==> src/rtl/soc_epoch_driver_pkg.sv <==
// rtl/soc_epoch_driver_pkg.sv - shared types for the SoC-side epoch driver
package soc_epoch_driver_pkg;

    typedef logic [15:0] AdcData_t;
    typedef logic [2:0]  SleepStage_t;

    typedef enum logic [2:0] {
        ST_IDLE,
        ST_EPOCH,
        ST_LOAD,
        ST_STREAM,
        ST_WAIT_INF,
        ST_DONE
    } EpochDrvState_t;

endpackage

==> src/rtl/soc_epoch_driver_sync_fifo.sv <==
// rtl/soc_epoch_driver_sync_fifo.sv - type-parameterised synchronous FIFO with flush
module sync_fifo #(
    parameter type T     = logic [7:0],
    parameter int  DEPTH = 8
) (
    input  logic clk,
    input  logic rst_n,
    input  logic push,
    input  T     push_data,
    input  logic pop,
    input  logic flush,
    output logic full,
    output logic empty,
    output T     head
);
    localparam int AW = $clog2(DEPTH);

    T           mem_q [DEPTH];
    logic [AW:0] wr_ptr_q, wr_ptr_d;
    logic [AW:0] rd_ptr_q, rd_ptr_d;
    logic        do_push, do_pop;

    assign empty = (wr_ptr_q == rd_ptr_q);
    assign full  = (wr_ptr_q[AW] != rd_ptr_q[AW]) && (wr_ptr_q[AW-1:0] == rd_ptr_q[AW-1:0]);
    assign head  = mem_q[rd_ptr_q[AW-1:0]];

    // A pop frees the slot this cycle, so a push at full is still accepted alongside it.
    assign do_pop  = pop && !empty;
    assign do_push = push && (!full || do_pop);

    always_comb begin
        wr_ptr_d = wr_ptr_q;
        rd_ptr_d = rd_ptr_q;
        if (flush) begin
            wr_ptr_d = '0;
            rd_ptr_d = '0;
        end else begin
            if (do_push) wr_ptr_d = wr_ptr_q + (AW+1)'(1);
            if (do_pop)  rd_ptr_d = rd_ptr_q + (AW+1)'(1);
        end
    end

    always_ff @(posedge clk) begin
        if (!rst_n) begin
            wr_ptr_q <= '0;
            rd_ptr_q <= '0;
        end else begin
            wr_ptr_q <= wr_ptr_d;
            rd_ptr_q <= rd_ptr_d;
        end
    end

    always_ff @(posedge clk) begin
        if (do_push && !flush) mem_q[wr_ptr_q[AW-1:0]] <= push_data;
    end

endmodule

==> src/rtl/soc_epoch_driver.sv <==
// rtl/soc_epoch_driver.sv - buffers ADC samples and sequences one epoch to the accelerator
module soc_epoch_driver
    import soc_epoch_driver_pkg::*;
#(
    parameter int NUM_SAMPLES    = 3000,
    parameter int SAMPLE_GAP     = 2,
    parameter int FIFO_DEPTH     = 8,
    parameter int TIMEOUT_CYCLES = 1000000
) (
    input  logic        clk,
    input  logic        rst_n,
    input  logic        epoch_tick,
    input  logic        adc_valid,
    input  AdcData_t    adc_data,
    input  logic        inference_complete,
    input  SleepStage_t inferred_sleep_stage,
    output logic        new_sleep_epoch,
    output logic        start_eeg_load,
    output logic        new_eeg_data,
    output AdcData_t    eeg,
    output logic        stage_valid,
    output SleepStage_t stage,
    output logic        busy,
    output logic        err_overrun,
    output logic        err_timeout,
    output logic        err_epoch_missed,
    output logic        err_protocol
);
    localparam int CW = $clog2(NUM_SAMPLES + 1);
    localparam int TW = $clog2(TIMEOUT_CYCLES + 1);
    localparam int GW = $clog2(SAMPLE_GAP + 1);
    localparam logic [CW-1:0] NUM_C    = CW'(NUM_SAMPLES);
    localparam logic [GW-1:0] GAP_LOAD = GW'(SAMPLE_GAP - 1);
    localparam logic [TW-1:0] TO_LAST  = TW'(TIMEOUT_CYCLES - 1);

    // Each entry remembers its sample index so dropped slots can be replayed as zeros in order.
    typedef struct packed {
        logic [CW-1:0] idx;
        AdcData_t      data;
    } entry_t;

    EpochDrvState_t state_q, state_d;
    logic [CW-1:0]  push_cnt_q, push_cnt_d, pop_cnt_q, pop_cnt_d;
    logic [GW-1:0]  gap_cnt_q, gap_cnt_d;
    logic [TW-1:0]  timeout_cnt_q, timeout_cnt_d;
    logic           new_sleep_epoch_q, new_sleep_epoch_d, start_eeg_load_q, start_eeg_load_d;
    logic           new_eeg_data_q, new_eeg_data_d, stage_valid_q, stage_valid_d;
    AdcData_t       eeg_q, eeg_d;
    SleepStage_t    stage_q, stage_d;
    logic           err_overrun_q, err_overrun_d, err_timeout_q, err_timeout_d;
    logic           err_epoch_missed_q, err_epoch_missed_d, err_protocol_q, err_protocol_d;

    logic   fifo_push, fifo_pop, fifo_flush, fifo_full, fifo_empty;
    entry_t fifo_in, fifo_head;
    logic   sample_in, strobe_go, head_match;

    sync_fifo #(.T(entry_t), .DEPTH(FIFO_DEPTH)) u_fifo (
        .clk       (clk),
        .rst_n     (rst_n),
        .push      (fifo_push),
        .push_data (fifo_in),
        .pop       (fifo_pop),
        .flush     (fifo_flush),
        .full      (fifo_full),
        .empty     (fifo_empty),
        .head      (fifo_head)
    );

    assign sample_in  = (state_q inside {ST_EPOCH, ST_LOAD, ST_STREAM}) && adc_valid && (push_cnt_q < NUM_C);
    assign fifo_in    = '{idx: push_cnt_q, data: adc_data};
    assign head_match = !fifo_empty && (fifo_head.idx == pop_cnt_q);
    // An empty FIFO with pop behind push means the next slot was a dropped sample.
    assign strobe_go  = (state_q == ST_STREAM) && (gap_cnt_q == '0) && (pop_cnt_q < NUM_C)
                        && (!fifo_empty || (pop_cnt_q < push_cnt_q));
    assign fifo_pop   = strobe_go && head_match;
    assign fifo_push  = sample_in;

    always_comb begin
        state_d            = state_q;
        push_cnt_d         = push_cnt_q;
        pop_cnt_d          = pop_cnt_q;
        gap_cnt_d          = gap_cnt_q;
        timeout_cnt_d      = timeout_cnt_q;
        new_sleep_epoch_d  = 1'b0;
        start_eeg_load_d   = 1'b0;
        new_eeg_data_d     = 1'b0;
        stage_valid_d      = 1'b0;
        eeg_d              = eeg_q;
        stage_d            = stage_q;
        err_overrun_d      = err_overrun_q;
        err_timeout_d      = err_timeout_q;
        err_epoch_missed_d = err_epoch_missed_q || (epoch_tick && state_q != ST_IDLE);
        err_protocol_d     = err_protocol_q || (inference_complete && state_q != ST_WAIT_INF);
        fifo_flush         = 1'b0;

        if (gap_cnt_q != '0) gap_cnt_d = gap_cnt_q - GW'(1);

        if (sample_in) begin
            push_cnt_d = push_cnt_q + CW'(1);
            if (fifo_full && !fifo_pop) err_overrun_d = 1'b1;
        end

        if (strobe_go) begin
            new_eeg_data_d = 1'b1;
            eeg_d          = head_match ? fifo_head.data : '0;
            gap_cnt_d      = GAP_LOAD;
            pop_cnt_d      = pop_cnt_q + CW'(1);
        end

        case (state_q)
            ST_IDLE: if (epoch_tick) begin
                fifo_flush        = 1'b1;
                push_cnt_d        = '0;
                pop_cnt_d         = '0;
                new_sleep_epoch_d = 1'b1;
                state_d           = ST_EPOCH;
            end
            ST_EPOCH: begin
                start_eeg_load_d = 1'b1;
                state_d          = ST_LOAD;
            end
            ST_LOAD:   state_d = ST_STREAM;
            ST_STREAM: if (pop_cnt_d == NUM_C) begin
                timeout_cnt_d = '0;
                state_d       = ST_WAIT_INF;
            end
            ST_WAIT_INF: begin
                if (inference_complete) begin
                    stage_d       = inferred_sleep_stage;
                    stage_valid_d = 1'b1;
                    state_d       = ST_DONE;
                end else if (timeout_cnt_q == TO_LAST) begin
                    err_timeout_d = 1'b1;
                    state_d       = ST_IDLE;
                end else begin
                    timeout_cnt_d = timeout_cnt_q + TW'(1);
                end
            end
            ST_DONE:   state_d = ST_IDLE;
            default:   state_d = ST_IDLE;
        endcase
    end

    always_ff @(posedge clk) begin
        if (!rst_n) begin
            state_q            <= ST_IDLE;
            push_cnt_q         <= '0;
            pop_cnt_q          <= '0;
            gap_cnt_q          <= '0;
            timeout_cnt_q      <= '0;
            new_sleep_epoch_q  <= 1'b0;
            start_eeg_load_q   <= 1'b0;
            new_eeg_data_q     <= 1'b0;
            stage_valid_q      <= 1'b0;
            eeg_q              <= '0;
            stage_q            <= '0;
            err_overrun_q      <= 1'b0;
            err_timeout_q      <= 1'b0;
            err_epoch_missed_q <= 1'b0;
            err_protocol_q     <= 1'b0;
        end else begin
            state_q            <= state_d;
            push_cnt_q         <= push_cnt_d;
            pop_cnt_q          <= pop_cnt_d;
            gap_cnt_q          <= gap_cnt_d;
            timeout_cnt_q      <= timeout_cnt_d;
            new_sleep_epoch_q  <= new_sleep_epoch_d;
            start_eeg_load_q   <= start_eeg_load_d;
            new_eeg_data_q     <= new_eeg_data_d;
            stage_valid_q      <= stage_valid_d;
            eeg_q              <= eeg_d;
            stage_q            <= stage_d;
            err_overrun_q      <= err_overrun_d;
            err_timeout_q      <= err_timeout_d;
            err_epoch_missed_q <= err_epoch_missed_d;
            err_protocol_q     <= err_protocol_d;
        end
    end

    assign new_sleep_epoch  = new_sleep_epoch_q;
    assign start_eeg_load   = start_eeg_load_q;
    assign new_eeg_data     = new_eeg_data_q;
    assign eeg              = eeg_q;
    assign stage_valid      = stage_valid_q;
    assign stage            = stage_q;
    assign busy             = (state_q != ST_IDLE);
    assign err_overrun      = err_overrun_q;
    assign err_timeout      = err_timeout_q;
    assign err_epoch_missed = err_epoch_missed_q;
    assign err_protocol     = err_protocol_q;

endmodule

==> config.mk <==
export PLATFORM = sky130hd
export DESIGN_NAME = soc_epoch_driver
export DESIGN_NICKNAME = d
export VERILOG_FILES = /design/src/rtl/soc_epoch_driver_pkg.sv /design/src/rtl/soc_epoch_driver_sync_fifo.sv /design/src/rtl/soc_epoch_driver.sv
export SDC_FILE = /design/constraint.sdc
export NUM_CORES = 1
export LEC_CHECK = 0
export CAP_MARGIN = 15
export CORE_MARGIN = 5
export CORE_UTILIZATION = 40
export DETAILED_ROUTE_END_ITERATION = 12
export PLACE_DENSITY = 0.66
export SYNTH_ARGS = -nofsm -noshare
export SYNTH_HDL_FRONTEND = slang
export SYNTH_SLANG_ARGS = --single-unit
export TNS_END_PERCENT = 30
==> constraint.sdc <==
create_clock -name clk -period 19.1 [get_ports clk]
set_input_delay 4.775 -clock clk [delete_from_list [all_inputs] [get_ports clk]]
set_output_delay 4.775 -clock clk [all_outputs]
set_load 0.05 [all_outputs]
Word level (Yosys, flattened, before mapping):

Memories as Yosys holds them, arrays and structs flattened. A register that Yosys moved wholly into a read port is not among the register bits.
Index checks and enable logic that the tools add are counted.

* add/sub/neg operators: 6
* multiply operators: 0
* div/mod/pow operators: 0
* order comparisons: 3
* equality and inequality tests: 16
* shifts and indexed selects: 0
* mux-type cells: 27
* bitwise operators: 2
* reduce and logical (&&, ||, !) cells: 37

Operator list (number)
* $mux W12: 6
* $mux W20: 3
* $pmux W20 S2: 1
* $add A12 B1 Y12 const B: 2
* $lt A12 B12 Y1 const B: 2
* $add A20 B1 Y20 const B: 1
* $eq A20 B20 Y1 const B: 1
* $mux W3: 6
* $mux W16: 1
* $pmux W3 S5: 1
* $logic_and A1 B1 Y1: 14
* $eq A12 B12 Y1: 1
* $eq A12 B12 Y1 const B: 1
* $lt A12 B12 Y1: 1
* $mux W1: 9
* $add A4 B1 Y4 const B: 2
* $eq A3 B2 Y1 const B: 2
* $ne A2 B2 Y1 const B: 3
* $ne A3 B3 Y1 const B: 2
* $reduce_and A2 Y1: 3
* $reduce_and A3 Y1: 2
* $reduce_bool A2 Y1: 3
* $reduce_bool A3 Y1: 2
* $eq A4 B4 Y1: 1
* 13 further kinds: 21

* register bits after elaboration: 84
* bits in latches: 0
* RAM bits: 224
* bits in read-only memories: 0
* input port bits: 24
* output and inout bits: 28
* logic and storage cells: 110
* memories kept: 1

Memory list
* u_fifo.mem_q: words 8, bits a word 28, rd ports 1, clocked after Yosys merged registers in 1, write ports 1, RTL line soc_epoch_driver_sync_fifo.sv:18 `T mem_q [DEPTH];`

Logic depth before layout (Yosys ltp):

Gate-level depths: netlist of run 1.

* depth after elaboration: 11
* depth in mapped cells: 12
* depth with buffers taken out: 10

Modules after synthesis:

Synthesis of run 1 repeated with hierarchy kept, for this count alone.

* cells, all modules: 882
* area total of the unflattened synthesis: 13161.4 sq um

Modules (own cells, without submodules)
* sync_fifo: instances 1, cells an instance 408, area an instance 9157.5 sq um, sequential area each 6946.7 sq um
* soc_epoch_driver: instances 1, cells an instance 474, area an instance 4003.8 sq um, sequential area each 1521.5 sq um

Worst setup path before layout of run 1:

No wires, ideal clock.

* path kind: input -> register
* start: in adc_valid
* end: mem u_fifo.mem_q[0][0] (netlist bit) (enable)
* library setup time: 494 ps
* data arrival time: 8855 ps
* required time: 18606 ps
* setup slack: 9750 ps
* stages: 5
* path buffers: 1
* cells stage by stage: inv_1 > a2111oi_0 > clkbuf_1 > a21boi_2 > nor4b_1

* cells in the longest elaborated chain, start to end: 6

Ends and longest elaborated chain
* start: declaration: RTL line soc_epoch_driver.sv:13 `input logic adc_valid,`
* $logic_and A1 B1 Y1 (2 in series): RTL line soc_epoch_driver.sv:69 `assign sample_in = (state_q inside {ST_EPOCH, ST_LOAD, ST_STREAM}) && adc_valid && (push_cnt_q < NUM_C);`
* $logic_and A1 B1 Y1: RTL line soc_epoch_driver_sync_fifo.sv:29 `assign do_push = push && (!full || do_pop);`
* $logic_and A1 B1 Y1: RTL line soc_epoch_driver_sync_fifo.sv:54 `if (do_push && !flush) mem_q[wr_ptr_q[AW-1:0]] <= push_data;`
* $mux W1: RTL line soc_epoch_driver_sync_fifo.sv:54
* $mux W1 (implied by the code): RTL line soc_epoch_driver_sync_fifo.sv:54
* end: declaration: RTL line soc_epoch_driver_sync_fifo.sv:18

No other way between the ends.

Worst setup path in the final report of run 1:

* start: reg state_q[2]
* end: out busy

* cells in the longest elaborated chain, start to end: 1

Ends and longest elaborated chain
* start: declaration: RTL line soc_epoch_driver.sv:42 `EpochDrvState_t state_q, state_d;`
* start signal: assignment: RTL line soc_epoch_driver.sv:162 `state_q <= state_d;`
* $reduce_bool A3 Y1: RTL line soc_epoch_driver.sv:186 `assign busy = (state_q != ST_IDLE);`
* end: declaration: RTL line soc_epoch_driver.sv:23 `output logic busy,`

No other way between the ends.

==> flow_summary.yaml, run 1 <==
setup_path:
  crit_family: "buffers and inverters"
  path_class: "reg2out"
  cp_num_buf_inv: 2
  worstPathArrival_ns: 2.35
  worst_path_max_delay_cell: "clkdlybuf4s50_1"
  path_max_fanout: 9
  path_cells: "nor3_1, inv_1, clkdlybuf4s50_1"
  cp-start-kind: "flop"
  critical_path_required_ns: 14.32
  crit_path_end_kind: "primary output"
  cpPeakStageDelay_ns: 0.74
global_routing:
  overflow: 0
  grt_pass1_vias: 7414
  antenna_found_initial: 0
  grt_start_max_net_pins: 67
  grt_first_pass_wirelength_mm: 40.83
  grtUsageTotal_pct: 14.06
cts:
  clockBufferDepth: 3
  holdBufCountCts: 0
  cts_tree: "built"
  clkTransAtPathRegs_ns: 0.06
  cts_buffers: 31
  postCtsSetupRepairBufs: 0
  ctsResizeCount: 0
  h-tree-depth: 1
  insertion_delay_ns: 0.57
  root_buffer: "clkbuf_16"
  cts.sinks: 311
job:
  max-cap-violations: 0
logic_synthesis:
  synth_area_um2: 12920
  synth-seq-cells: 311
  yosys_warnings: 0
  syn_inst: 897
  synth-edff-count: 224
  synthDistinctLibCells: 61
  ys.flop_type: "edfxtp_1"
  synth_top_area_share_pct: 52.07
  avgSynthCellArea_um2: 14.40
  synthTopCellsByArea: "edfxtp_1 (52%), dfxtp_1 (13%), mux4_2 (7.3%)"
  ys_async_sr_fraction_pct: 0
  ys_seq_area_share_pct: 65.55
  synth_nets: 938
  synth_top_cell_by_area: "edfxtp_1"
timing:
  max_slew_margin_pct: 29.97
  finalSetupTns_ns: 0
  max_freq_mhz: 140.4
  finClkSkew_ns: 0.01515
  hold_viol_final: 0
  grt_setup_unrepaired: "false"
  period_share_pct: 37.28
  setup_viol: 0
  period_needed_ns: 7.121
  final_max_slew_viol_count: 0
  worst_slew_pin_slew_ns: 1.048
die:
  die_h_um: 189.7
  ios: 52
  dieArea_um2: 35990
  row_count: 65
  initial_core_util_pct: 40.73
  die_w_um: 189.7
  core_um2: 31720
cells_and_area:
  final_common_cell: "edfxtp_1"
  drive_gt1_share_pct: 14.11
  n_antenna_cell: 0
  area_growth_syn_to_layout_pct: 14.99
  final_nets: 987
  final_cells: 1373
  final_cell_mix: "edfxtp_1 (224), dfxtp_1 (85), nand2_1 (58), nor2_1 (53), clkdlybuf4s50_1 (51)"
drt:
  ant_nets: 0
  drt-total-wl_mm: 25.56
  drcViolationCount: 0
  drt_first_pass_iters: 5
  drt_iter0_drc: 436
  wire_per_inst_um: 18.62
  routed_via_density: 5.474
  vias: 7516
power_and_ir_drop:
  ir_worst_vdd_uv: 76.07
  intPower_mw: 1.081
  power.total_mw: 1.373
  power_frac_seq_pct: 53.6
  switching_share_pct: 21.23
  p_switching_mw: 0.2914
  powerDensity_nw_per_um2: 92.39
  power_frac_clock_pct: 42.3
  power_frac_comb_pct: 4.1
  power_leakage_nw: 4.643
placed_design:
  place_hpwl_mm: 15.67
  place.gp.congestion: 0.7819
  placed_cells: 1314
  portBuffers: 51
hold_path:
  min_path_type: "reg2reg"
status:
  run_status: "finished clean"
-- power groups by stage --
| stage | registers (mW) | logic [mW] | clock network, mW |
|---|---|---|---|
| after floorplan | 0.751 | 0.0335 | 0 |
| after CTS | 0.736 | 0.0579 | 0.595 |
| after detailed placement | 0.750 | 0.0576 | 0 |
| final | 0.736 | 0.0568 | 0.580 |
| after global placement | 0.750 | 0.0559 | 0 |
| after global routing | 0.736 | 0.0635 | 0.622 |
-- worst register-to-register path, delay by kind of cell, from the launching register on --
kind / cells / cell delay (ns)
DFF: 1 / 0.40
buffers and inverters: 2 / 1.21
muxes: 2 / 0.97
AOI/OAI and AO/OA: 1 / 0.56
xor gates and xnor gates: 1 / 0.12
and+or+nand+nor: 3 / 1.49
-- final timing paths --
| kind | depth (start not counted) | startpoint | slack, ns | endpoint |
|---|---|---|---|---|
| worst max-delay path | 3 | state_q[2]$_SDFFE_PN0P_ | 11.98 | busy |
| worst min-delay path | 2 | stage[0]$_SDFFE_PN0P_ | 0.46 | stage[0]$_SDFFE_PN0P_ |
| worst max register to register | 9 | flop | 14.02 | u_fifo.mem_q[5][25]$_DFFE_PP_ |
| worst min register to register | 2 | stage[0]$_SDFFE_PN0P_ | 0.46 | stage[0]$_SDFFE_PN0P_ |
-- area by class of cell --
type | instances | area, µm²
fill | 2773 | 16860
sequential | 311 | 8473
multi-input combinational | 510 | 4165
clock buffer | 40 | 849.6
timing repair buffer | 68 | 639.4
tap | 402 | 503.0
clock inverter | 18 | 135.1
inverter | 24 | 90.09
-- metrics by stage --
stage          hold slack [ns]  cell area [µm²]  setup slack, ns  util [%]
2_1_floorplan           0.4552            12920            9.750         -
3_3_place_gp            0.4475            13850            11.66     43.68
3_5_place_dp            0.4544            13870            11.61     43.72
4_1_cts                 0.4633            14850            11.96     46.82
5_1_grt                 0.4890            14860            11.86     46.84
6_report                0.4586            14860            11.98     46.84
-- sequential cells by signal (all words and copies together) (netlist names), named ones only --
signal	cells
eeg	16
err_epoch_missed	1
err_overrun	1
err_protocol	1
err_timeout	1
gap_cnt_q	2
new_eeg_data	1
new_sleep_epoch	1
pop_cnt_q	12
push_cnt_q	12
stage	3
stage_valid	1
start_eeg_load	1
state_q	3
timeout_cnt_q	20
u_fifo.mem_q	224
u_fifo.rd_ptr_q	4
u_fifo.wr_ptr_q	4
-- metal layers --
layer	global-route usage [%]	routed length, µm
met1	20.07	12020
met2	22.57	11890
met3	2.367	1052
met4	3.645	596
met5	0	0
-- kinds of logic (layout without fill, tap and decap cells) --
kind of cell	after synthesis	in the layout	synth area share [%]
flip-flops	311	311	65.55
AND/OR/NAND/NOR	241	241	9.676
AO/OA/AOI/OAI	118	118	6.431
multiplexers	98	98	11.83
buffers and inverters	76	150	2.431
XOR/XNOR	36	36	2.441
adder cells (fa/ha/maj)	17	17	1.646
-- synthesized netlist by cell type, types with 14 or more instances --
cell type    n
a21oi_1     24
a22o_1      17
a22oi_1     15
clkbuf_1    35
dfxtp_1     87
edfxtp_1   224
ha_1        17
inv_1       24
mux2_2      17
mux2i_1     39
mux4_2      42
nand2_1     58
nand3_1     32
nor2_1      53
nor3_1      15
o21ai_0     20
xnor2_1     22
xor2_1      14
No activity file was read; power rests on OpenSTA's default activity.
==> run 2, diff against run 1 <==
- clock period: 19.1 -> 7 ns (I/O delays scaled with it)
==> run 2 against run 1 <==
- via count decreased by 0.33%
- non-clock buffer count decreased by 1
- total power increased to 2.9 times the previous value
- hold slack improved by 0.0013 ns
- design area increased by 0.94%
- critical path depth increased by 8
- core utilization increased by 0.44 points
- clock skew decreased by 0.0021 ns
==> flow_summary.yaml, run 2 (synthesis gave the netlist of run 1 again) <==
cells_and_area:
  final_common_cell: "edfxtp_1"
  n_antenna_cell: 0
  drive_gt1_share_pct: 14.74
  final_cells: 1372
  final_nets: 986
  largest_register_ffs: 224
  area_growth_syn_to_layout_pct: 16.07
  final_cell_mix: "edfxtp_1 (224), dfxtp_1 (85), nand2_1 (58), nor2_1 (53), clkdlybuf4s50_1 (51)"
setup_path:
  path_cells: "inv_1, ha_1, a21oi_1, o21ai_0, a221oi_1, a22oi_1, nor4_2, nand4_1, a21boi_2, and4_1, buf_4"
  cp_num_buf_inv: 2
  crit_path_end_kind: "flop"
  cp-start-kind: "flop"
  path_class: "reg2reg"
  crit_family: "compound AO/OA/AOI/OAI gates"
  cpPeakStageDelay_ns: 0.66
  worst_path_max_delay_cell: "and4_1"
  path_max_fanout: 17
  worstPathArrival_ns: 5.07
  critical_path_required_ns: 7.25
cts:
  insertion_delay_ns: 0.57
  cts_buffers: 31
  clockBufferDepth: 3
  postCtsSetupRepairBufs: 0
  root_buffer: "clkbuf_16"
  ctsResizeCount: 0
  cts.sinks: 311
  clkTransAtPathRegs_ns: 0.06
  holdBufCountCts: 0
  cts_tree: "built"
  h-tree-depth: 1
die:
  die_w_um: 189.7
  core_um2: 31720
  ios: 52
  die_h_um: 189.7
  dieArea_um2: 35990
  initial_core_util_pct: 40.73
  row_count: 65
placed_design:
  place_hpwl_mm: 16.22
  portBuffers: 51
  pre_cts_ws_ns: 2.156
  placed_cells: 1313
  place.gp.congestion: 0.7680
global_routing:
  grt_start_max_net_pins: 46
  overflow: 0
  grt_pass1_vias: 7325
  antenna_found_initial: 0
  grt_first_pass_wirelength_mm: 42.03
  grtUsageTotal_pct: 14.63
timing:
  hold_viol_final: 0
  finalSetupTns_ns: 0
  setup_viol: 0
  final_max_slew_viol_count: 0
  final.setup.worst_slack_ns: 2.176
  max_slew_margin_pct: 25.80
  period_needed_ns: 4.824
  worst_slew_pin_slew_ns: 1.110
  max_freq_mhz: 207.3
  finClkSkew_ns: 0.01302
  period_share_pct: 68.91
  grt_setup_unrepaired: "false"
hold_path:
  min_path_type: "reg2reg"
drt:
  drt_first_pass_iters: 5
  vias: 7491
  wire_per_inst_um: 19.31
  ant_nets: 0
  drcViolationCount: 0
  drt-total-wl_mm: 26.49
  routed_via_density: 5.460
  drt_iter0_drc: 532
power_and_ir_drop:
  ir_worst_vdd_uv: 203.6
  power_leakage_nw: 4.707
  power.total_mw: 3.978
  powerDensity_nw_per_um2: 265.3
job:
  max-cap-violations: 0
status:
  run_status: "finished clean"
[run 2: metal layers]
layer / GRT usage [%] / up-vias / wire length (µm)
met2: 23.77 / 140 / 12630
met5: 0 / - / 0
met1: 20.78 / 3747 / 12270
met3: 2.239 / 41 / 958
li1: - / 3563 / -
met4: 3.812 / 0 / 631
[run 2: report_power, final]
| part | internal (mW) | switching, mW | total, mW | leakage [nW] |
|---|---|---|---|---|
| clock | 1.10 | 0.719 | 1.82 | 0.546 |
| combinational | 0.0603 | 0.0954 | 0.156 | 1.44 |
| sequential | 1.99 | 0.0137 | 2.01 | 2.72 |
| total | 3.15 | 0.829 | 3.98 | 4.71 |
[run 2: worst register-to-register path: stages, from the launching register on]
cell and delay (ns):
dfxtp_1 0.52, inv_1 0.13, ha_1 0.33, a21oi_1 0.16
o21ai_0 0.11, a221oi_1 0.49, a22oi_1 0.35, nor4_2 0.25
nand4_1 0.56, a21boi_2 0.53, and4_1 0.66, buf_4 0.41
[run 2: area by class of cell]
class	count	area, µm²
Fill cell	2742	16720
Tap cell	402	503.0
Timing Repair Buffer	67	628.1
Sequential cell	311	8473
Multi-Input combinational cell	510	4165
Clock buffer	34	807.0
Clock inverter	24	327.8
Inverter	24	90.09
[run 2: final timing paths]
| path | start | to | slack, ns | cells after the start |
|---|---|---|---|---|
| min | stage[1]$_SDFFE_PN0P_ | stage[1]$_SDFFE_PN0P_ | 0.46 | 2 |
| min reg2reg | stage[1]$_SDFFE_PN0P_ | stage[1]$_SDFFE_PN0P_ | 0.46 | 2 |
| max | push_cnt_q[5]$_SDFF_PN0_ | u_fifo.mem_q[5][13]$_DFFE_PP_ | 2.18 | 11 |
| max reg2reg | push_cnt_q[5]$_SDFF_PN0_ | u_fifo.mem_q[5][13]$_DFFE_PP_ | 2.18 | 11 |
[run 2: stage by stage]
step | util, % | instance area [µm²] | hold slack [ns]
detailed placement | 43.68 | 13850 | 0.4540
floorplan | - | 12920 | 0.4552
global route | 47.27 | 14990 | 0.4926
CTS | 47.26 | 14990 | 0.4634
finish | 47.27 | 14990 | 0.4599
global placement | 43.68 | 13850 | 0.4453
==> run 3, diff against run 2 <==
- clock period: 7 -> 4.9 ns (I/O delays scaled with it)
==> run 3 against run 2 <==
- core utilization decreased by 0.26 points
- setup slack got worse by 1.5 ns
- sequential power increased by 43%
- sequential share of layout area increased by 0.31 points
- clock power increased by 25%
- register-to-register slack got worse by 1.5 ns
- critical path type unchanged
- largest power group unchanged
==> flow_summary.yaml, run 3 (synthesis gave the netlist of run 1 again) <==
global_routing:
  met3_usage_pct: 2.330
  grtUsageMet1_pct: 20.57
  antenna_found_initial: 0
  grt_first_pass_wirelength_mm: 42.11
  grt_start_max_net_pins: 46
  grt.busiest_layer: "met2"
  grtUsageTotal_pct: 14.53
  grtUsageMet2_pct: 23.90
  overflow: 0
  grt_pass1_vias: 7470
die:
  core_um2: 31720
  initial_core_util_pct: 40.73
  die_h_um: 189.7
  dieArea_um2: 35990
  ios: 52
  row_count: 65
  die_w_um: 189.7
cells_and_area:
  final_cell_mix: "edfxtp_1 (224), dfxtp_1 (85), nand2_1 (58), nor2_1 (53), clkdlybuf4s50_1 (51)"
  final_common_cell: "edfxtp_1"
  area_growth_syn_to_layout_pct: 15.44
  final_nets: 995
  fin_area_um2: 14910
  largest_register_ffs: 224
  drive_gt1_share_pct: 14.34
  final_core_util_pct: 47.02
hold_path:
  min_path_type: "reg2reg"
timing:
  period_share_pct: 86.21
  worst_slew_pin_slew_ns: 1.074
  final_max_slew_viol_count: 0
  max_slew_margin_pct: 28.22
  max_freq_mhz: 236.7
  period_needed_ns: 4.224
  grt_setup_unrepaired: "false"
  hold_viol_final: 0
  setup_viol: 0
  finClkSkew_ns: 0.01510
cts:
  h-tree-depth: 1
  ctsResizeCount: 0
  insertion_delay_ns: 0.56
  root_buffer: "clkbuf_16"
  cts_tree: "built"
  clockBufferDepth: 3
  cts_buffers: 31
  postCtsSetupRepairBufs: 0
  holdBufCountCts: 0
  clkTransAtPathRegs_ns: 0.06
  cts.sinks: 311
drt:
  vias: 7513
  drt-total-wl_mm: 26.01
  routed_via_density: 5.448
  ant_nets: 0
  drt_first_pass_iters: 7
  drcViolationCount: 0
  wire_per_inst_um: 18.86
  drt_iter0_drc: 493
job:
  max-cap-violations: 0
placed_design:
  place.gp.congestion: 0.8131
  place_hpwl_mm: 16.37
  placed_area_um2: 13940
  portBuffers: 51
power_and_ir_drop:
  power_leakage_nw: 4.677
  powerDensity_nw_per_um2: 359.2
  ir_worst_vdd_uv: 279.4
setup_path:
  path_class: "reg2reg"
  critical_path_required_ns: 5.08
  worstPathArrival_ns: 4.41
  crit_path_end_kind: "flop"
  cp-start-kind: "flop"
  path_max_fanout: 28
status:
  run_status: "finished clean"
-- run 3: cell types whose count changed in the layout (fill, tap and decap cells not counted), sizes merged, moves of 2 or more --
cell	change
buf	+9
clkinvlp	-2
bufinv	-4
clkinv	+3
-- run 3: critical path: stages, from the launching register on --
cell	delay, ns
dfxtp_1	0.53
inv_1	0.12
ha_1	0.32
a21oi_1	0.15
o21ai_0	0.11
a221oi_1	0.48
a22oi_1	0.35
nor4_2	0.22
nand4_1	0.40
a21boi_2	0.49
and4b_1	0.24
buf_4	0.43
-- run 3: layer usage --
layer / part of all wire (%) / wire length, µm
met3: 3.8 / 991
met1: 46 / 12070
met5: 0 / 0
met4: 1.9 / 499
met2: 48 / 12450
-- run 3: worst paths after layout --
check,start,end,slack [ns],depth (start not counted)
min reg2reg,stage[0]$_SDFFE_PN0P_,stage[0]$_SDFFE_PN0P_,0.46,2
min,stage[0]$_SDFFE_PN0P_,stage[0]$_SDFFE_PN0P_,0.46,2
max reg2reg,push_cnt_q[5]$_SDFF_PN0_,u_fifo.mem_q[6][21]$_DFFE_PP_,0.68,11
max,push_cnt_q[5]$_SDFF_PN0_,u_fifo.mem_q[6][21]$_DFFE_PP_,0.68,11
-- run 3: per-stage QoR --
stage | cells | hold slack [ns] | setup TNS, ns | power [mW] | setup slack [ns]
6_report | 1379 | 0.4576 | 0 | 5.356 | 0.6757
5_1_grt | 1378 | 0.4806 | 0 | 5.563 | 0.2568
4_1_cts | 1378 | 0.4605 | 0 | 5.415 | 0.6052
3_5_place_dp | 1323 | 0.4518 | 0 | 3.149 | 0.6234
3_3_place_gp | 1323 | 0.4473 | 0 | 3.144 | 0.6886
2_1_floorplan | 897 | 0.4552 | -3.563 | 3.058 | -0.1273
-- run 3: where the power goes --
group          internal (mW)  switching (mW)  total, mW
Clock                   1.31           0.957       2.27
Sequential              2.85          0.0195       2.87
Combinational         0.0874           0.136      0.224
-- run 3: area by class of cell --
type	instances	area (µm²)
diodes	1	2.502
fillers	2749	16800
inverters	24	90.09
clock buffers	35	790.8
clock inverters	20	181.4
multi-input cells	510	4174
repair buffers	76	698.2
flip-flops and latches	311	8473
well taps	402	503.0
